`config.mk`:
```
export PLATFORM = sky130hd
export DESIGN_NAME = mips_muldiv_unit
export DESIGN_NICKNAME = d
export VERILOG_FILES = /design/src/rtl/mips_muldiv_pkg.sv /design/src/rtl/muldiv_step.sv /design/src/rtl/mips_muldiv_unit.sv
export SDC_FILE = /design/constraint.sdc
export NUM_CORES = 1
export LEC_CHECK = 0
export ABC_CLOCK_PERIOD_IN_PS = 10440
export BUFFER_PORTS_ARGS = -buffer_cell sky130_fd_sc_hd__buf_2
export CORE_ASPECT_RATIO = 1.25
export CORE_UTILIZATION = 40
export DETAILED_ROUTE_END_ITERATION = 16
export HOLD_SLACK_MARGIN = 0.1
export SLEW_MARGIN = 20
export SYNTH_ARGS = -nofsm -noshare
export SYNTH_HDL_FRONTEND = slang
export SYNTH_SLANG_ARGS = --single-unit
```
`constraint.sdc`:
```
create_clock -name clk -period 10.44 [get_ports clk]
set_input_delay 2.088 -clock clk [delete_from_list [all_inputs] [get_ports clk]]
set_output_delay 2.088 -clock clk [all_outputs]
set_load 0.1 [all_outputs]
```
`src/rtl/mips_muldiv_pkg.sv`:
```
// rtl/mips_muldiv_pkg.sv - op encodings, FSM states and sizing helper for the mul/div unit
package mips_muldiv_pkg;

    localparam logic [2:0] OP_MULT  = 3'b000;
    localparam logic [2:0] OP_MULTU = 3'b001;
    localparam logic [2:0] OP_DIV   = 3'b010;
    localparam logic [2:0] OP_DIVU  = 3'b011;
    localparam logic [2:0] OP_MTHI  = 3'b100;
    localparam logic [2:0] OP_MTLO  = 3'b101;

    typedef enum logic [1:0] {
        IDLE,
        RUN,
        FIX
    } muldivState_t;

    // Counter must hold WIDTH/UNROLL itself, not just WIDTH/UNROLL-1
    function automatic int counterWidth(input int width, input int unroll);
        return $clog2(width / unroll + 1);
    endfunction

endpackage

```
`src/rtl/muldiv_step.sv`:
```
// rtl/muldiv_step.sv - one combinational radix-2 multiply or restoring-divide step
module muldiv_step #(
    parameter int WIDTH = 32
) (
    input  logic               mulMode,
    input  logic [2*WIDTH-1:0] accIn,
    input  logic [WIDTH-1:0]   operand,
    output logic [2*WIDTH-1:0] accOut
);

    logic [WIDTH:0] addSum;
    logic [WIDTH:0] shiftedRem;
    logic [WIDTH:0] trialDiff;

    // Multiply: {partial product, multiplier} shifts right with the carry kept in the top bit.
    // Divide: {remainder, dividend/quotient} shifts left; a clear borrow bit means the trial fit.
    always_comb begin
        addSum     = {1'b0, accIn[2*WIDTH-1:WIDTH]} + (accIn[0] ? {1'b0, operand} : '0);
        shiftedRem = {accIn[2*WIDTH-1:WIDTH], accIn[WIDTH-1]};
        trialDiff  = shiftedRem - {1'b0, operand};
        if (mulMode) begin
            accOut = {addSum, accIn[WIDTH-1:1]};
        end else if (!trialDiff[WIDTH]) begin
            accOut = {trialDiff[WIDTH-1:0], accIn[WIDTH-2:0], 1'b1};
        end else begin
            accOut = {shiftedRem[WIDTH-1:0], accIn[WIDTH-2:0], 1'b0};
        end
    end

endmodule

```
`src/rtl/mips_muldiv_unit.sv`:
```
// rtl/mips_muldiv_unit.sv - iterative MULT/MULTU/DIV/DIVU unit with architectural HI/LO
module mips_muldiv_unit
    import mips_muldiv_pkg::*;
#(
    parameter int WIDTH  = 32,
    parameter int UNROLL = 1
) (
    input  logic             clk,
    input  logic             rst,
    input  logic             start,
    input  logic [2:0]       op,
    input  logic [WIDTH-1:0] a,
    input  logic [WIDTH-1:0] b,
    input  logic             cancel,
    output logic             busy,
    output logic             done,
    output logic [WIDTH-1:0] hi,
    output logic [WIDTH-1:0] lo
);

    localparam int              CNT_W      = counterWidth(WIDTH, UNROLL);
    localparam logic [CNT_W-1:0] ITERATIONS = CNT_W'(WIDTH / UNROLL);
    localparam logic [CNT_W-1:0] CNT_ONE    = CNT_W'(1);

    muldivState_t       state;
    logic [CNT_W-1:0]   iterCount;
    logic [2*WIDTH-1:0] acc;
    logic [WIDTH-1:0]   operand;
    logic [WIDTH-1:0]   dividendRaw;
    logic [WIDTH-1:0]   hiReg;
    logic [WIDTH-1:0]   loReg;
    logic               isDiv;
    logic               negResult;
    logic               negRemainder;
    logic               divByZero;
    logic               busyReg;
    logic               doneReg;

    logic               isMulDiv;
    logic               isSigned;
    logic               opIsDiv;
    logic               aNeg;
    logic               bNeg;
    logic [WIDTH-1:0]   aMag;
    logic [WIDTH-1:0]   bMag;

    // Decode the issued op and reduce signed operands to magnitudes plus sign flags
    always_comb begin
        isMulDiv = (op == OP_MULT) || (op == OP_MULTU) || (op == OP_DIV) || (op == OP_DIVU);
        isSigned = (op == OP_MULT) || (op == OP_DIV);
        opIsDiv  = (op == OP_DIV) || (op == OP_DIVU);
        aNeg     = isSigned && a[WIDTH-1];
        bNeg     = isSigned && b[WIDTH-1];
        aMag     = aNeg ? -a : a;
        bMag     = bNeg ? -b : b;
    end

    logic [2*WIDTH-1:0] stepAcc [UNROLL+1];

    assign stepAcc[0] = acc;

    for (genvar i = 0; i < UNROLL; i++) begin : gStep
        muldiv_step #(
            .WIDTH   (WIDTH)
        ) uStep (
            .mulMode (!isDiv),
            .accIn   (stepAcc[i]),
            .operand (operand),
            .accOut  (stepAcc[i+1])
        );
    end

    logic [2*WIDTH-1:0] product;
    logic [WIDTH-1:0]   quotient;
    logic [WIDTH-1:0]   remainder;
    logic [WIDTH-1:0]   fixHi;
    logic [WIDTH-1:0]   fixLo;

    // Sign-correct the unsigned result; divide by zero bypasses the datapath entirely
    always_comb begin
        product   = negResult ? -acc : acc;
        quotient  = negResult ? -acc[WIDTH-1:0] : acc[WIDTH-1:0];
        remainder = negRemainder ? -acc[2*WIDTH-1:WIDTH] : acc[2*WIDTH-1:WIDTH];
        fixHi     = product[2*WIDTH-1:WIDTH];
        fixLo     = product[WIDTH-1:0];
        if (isDiv) begin
            if (divByZero) begin
                fixHi = dividendRaw;
                fixLo = '1;
            end else begin
                fixHi = remainder;
                fixLo = quotient;
            end
        end
    end

    // Control FSM, iteration datapath and HI/LO update
    always_ff @(posedge clk or negedge rst) begin
        if (!rst) begin
            state        <= IDLE;
            iterCount    <= '0;
            acc          <= '0;
            operand      <= '0;
            dividendRaw  <= '0;
            hiReg        <= '0;
            loReg        <= '0;
            isDiv        <= 1'b0;
            negResult    <= 1'b0;
            negRemainder <= 1'b0;
            divByZero    <= 1'b0;
            busyReg      <= 1'b0;
            doneReg      <= 1'b0;
        end else begin
            doneReg <= 1'b0;
            case (state)
                IDLE: begin
                    if (start && !cancel) begin
                        if (op == OP_MTHI) begin
                            hiReg <= a;
                        end else if (op == OP_MTLO) begin
                            loReg <= a;
                        end else if (isMulDiv) begin
                            state        <= RUN;
                            busyReg      <= 1'b1;
                            iterCount    <= ITERATIONS;
                            isDiv        <= opIsDiv;
                            negResult    <= aNeg ^ bNeg;
                            negRemainder <= aNeg;
                            divByZero    <= (b == '0);
                            dividendRaw  <= a;
                            if (opIsDiv) begin
                                acc     <= {{WIDTH{1'b0}}, aMag};
                                operand <= bMag;
                            end else begin
                                acc     <= {{WIDTH{1'b0}}, bMag};
                                operand <= aMag;
                            end
                        end
                    end
                end
                RUN: begin
                    if (cancel) begin
                        state   <= IDLE;
                        busyReg <= 1'b0;
                    end else begin
                        acc       <= stepAcc[UNROLL];
                        iterCount <= iterCount - CNT_ONE;
                        if (iterCount == CNT_ONE) begin
                            state <= FIX;
                        end
                    end
                end
                FIX: begin
                    state   <= IDLE;
                    busyReg <= 1'b0;
                    if (!cancel) begin
                        hiReg   <= fixHi;
                        loReg   <= fixLo;
                        doneReg <= 1'b1;
                    end
                end
                default: begin
                    state   <= IDLE;
                    busyReg <= 1'b0;
                end
            endcase
        end
    end

    assign busy = busyReg;
    assign done = doneReg;
    assign hi   = hiReg;
    assign lo   = loReg;

endmodule
```
==> impl_metrics.ini <==
[outcome]
status = finished, final reports clean

[critical_path]
reg2reg_slack_ns = 6.12
end_kind = flip-flop
start_kind = primary input
worstSetupPathType = primary input to flip-flop
worstPathMaxFanout = 7
crit_arrival_ns = 5.03
required_ns = 10.88
crit_start = a[5]
r2r_start = acc[46]$_DFFE_PN0P_
reg2regPathDepth = 11
rr_endpoint = acc[39]$_DFFE_PN0P_
crit_end = acc[21]$_DFFE_PN0P_

[die]
die_w_um = 187
die_h_um = 234
fp.dieArea_sq_um = 43800
io_pins = 137
row_count = 84
core_sq_um = 42300
initial_core_util_pct = 40.7

[worst_hold_path]
whs_path_depth = 2
min_path_type = flip-flop to flip-flop

[yosys]
async_flop_share_pct = 100
synth_ff_type = dfrtp_1
synth-seq-cells = 206
synthCells = 2269
syn_nets = 2412
yosysWarnings = 0
synth.top_cell.area_share_pct = 30.0
syn_avg_cell_area_sq_um = 7.58
synth-edff-count = 0
synth_top_area_cell = dfrtp_1
yosys-top-cells-area = dfrtp_1 30%, nand2_1 7.4%, o21ai_0 5.7%
seq_area_frac_synth_pct = 30.0
synth_cell_types = 75
synth_area_sq_um = 17200

[power]
switching_share_pct = 52.1
switchingPower_mw = 2.80
p_total_mw = 5.38
internal_power_mw = 2.58
power_leakage_nw = 8.49
power.density_nw_per_um2 = 281
combinationalPowerShare_pct = 55.6
ir_drop_uv = 181
p_seq_share_pct = 26.9
pwr-share-clk_pct = 17.5

[drt]
via_per_inst = 6.05
antenna_left = 0
wirelength_um = 66000
drt-initial-drc-count = 1417
vias = 17400
drc_errors = 0
wire_per_inst_um = 22.9
drtPass1Iterations = 5

[timing]
rsz0062_at_grt = false
slew_viol_final = 0
finalSetupViolations = 0
min_period_ns = 4.59
holdWs_ns = 0.471
finalCritPeriodShare_pct = 44.0
tightest_slew_ns = 1.14
hold_viol = 0
slew_headroom_pct = 23.4
fmax_mhz = 218
finalClockSkew_ns = 0.0249
setup_ws_ns = 5.85
finalSetupTns_ns = 0

[clock_tree]
cts_setup_buffers = 0
cts_tree = done
cts_root_buf = clkbuf_16
post_cts_resized = 0
cts_num_sinks = 206
cts_buffers = 26
ctsHtreeMaxLevel = 1
cts_buffer_depth = 3
clk_latency_ns = 0.56
ctsHoldBuffers = 0
clk_pin_slew_ns = 0.06

[place]
dp_cells = 2832
io_buffers = 136
postPlaceCellArea_sq_um = 18200
dp_hpwl_um = 49000
pre_cts_slack_ns = 5.37
gp_congestion = 1.01

[cells_and_area]
multi_input_area_sq_um = 11200
finalNetCount = 2444
final_area_sq_um = 19100
n_antenna_cell = 0
area_growth_pct = 11.2
layout-drive-gt1-share_pct = 10.1
ff_latch_area_sq_um = 5160
n_fill_cell = 4293
final_cells = 2880
utilization_pct = 45.3

[grt]
grt_pass1_wl_um = 99600
grt_max_degree = 106
antenna_found_initial = 1
grtUsageTotal_pct = 29.6
gr-total-overflow = 0
first_global_vias = 16400

[run]
cap_violations = 0
## worst min path at each step
stage,end,slack (ns),start
finish,dividendRaw[26]$_DFFE_PN0P_,0.47,dividendRaw[26]$_DFFE_PN0P_
global route,dividendRaw[26]$_DFFE_PN0P_,0.49,dividendRaw[26]$_DFFE_PN0P_
CTS,dividendRaw[24]$_DFFE_PN0P_,0.47,dividendRaw[24]$_DFFE_PN0P_
detailed placement,dividendRaw[24]$_DFFE_PN0P_,0.46,dividendRaw[24]$_DFFE_PN0P_
global placement,dividendRaw[16]$_DFFE_PN0P_,0.45,dividendRaw[16]$_DFFE_PN0P_
floorplan,dividendRaw[19]$_DFFE_PN0P_,0.44,dividendRaw[19]$_DFFE_PN0P_
## layer usage
layer	track usage (%)	wire length, um	part of all wire (%)
met3	3.70	4550	6.9
met5	0	0	0
met1	36.9	26300	40
met4	17.0	3930	6.0
met2	49.5	31200	47
## power by group through the flow
stage / combinational [mW] / sequential [mW] / clock (mW)
detailed placement: 2.94 / 1.45 / 0
global placement: 2.92 / 1.44 / 0
finish: 2.99 / 1.45 / 0.944
CTS: 2.96 / 1.43 / 0.956
floorplan: 1.85 / 1.78 / 0
global route: 3.26 / 1.47 / 0.983
## cells in the mapped netlist, types with 13 or more instances
cell type  instances
a211oi_1          15
a21o_1            29
a21oi_1          188
a221oi_1          13
a22oi_1           14
a31oi_1           24
and3_1            23
buf_1             15
clkbuf_1         140
dfrtp_1          206
ha_1              70
inv_1             62
mux2i_1           51
nand2_1          340
nand2b_1          27
nand3_1           37
nor2_1           210
nor2b_1           16
nor3_1            39
nor4_1            19
o211ai_1          35
o21ai_0          197
o21ai_1           43
o22ai_1           44
o31ai_1           27
or3_1             19
or4_1             19
xnor2_1          109
xor2_1            85
## cell usage in the layout (no fill, tap or decap), types with 39 or more instances in the layout
cell type and n:
inv_1 62, o21ai_0 197, nor3_1 39, o21ai_1 41, nor2_1 209, nand2_1 338, a21oi_1 188, buf_2 135
dfrtp_1 204, ha_1 70, xnor2_1 109, xor2_1 85, o22ai_1 44, mux2i_1 51
## registers in the layout (all words and copies together), names as in the netlist
register and cells:
negRemainder 1, iterCount 6, done 1, isDiv 1, negResult 1, operand 32, dividendRaw 32, divByZero 1
lo 32, hi 32, acc 64, state 2, busy 1
## area by class of cell
class / instances / share of cell area (%)
Clock buffer: 36 / 4.02
Clock inverter: 12 / 0.674
Inverter: 62 / 1.22
Multi-Input combinational cell: 1839 / 58.7
Sequential cell: 206 / 27.0
Tap cell: 559 / 3.66
Timing Repair Buffer: 166 / 4.79
## cells by family after synthesis
family	Yosys count	share of synthesized area, %
DFF	206	30.0
xor gates and xnor gates	194	9.88
adders and majority gates	72	5.33
AOI/OAI and AO/OA	719	25.6
buffers and inverters	224	4.99
muxes	56	3.30
and+or+nand+nor	798	21.0
## worst max-delay path, stage by stage
cell and delay (ns):
buf_2 0.17, or4_1 0.58, nor4_1 0.88, nand4_1 0.34, nor2_1 0.29, nor2_1 0.08
xnor2_1 0.19, o21ai_0 0.10, a221o_1 0.31
Note: power is estimated with default switching activity, not from simulation.
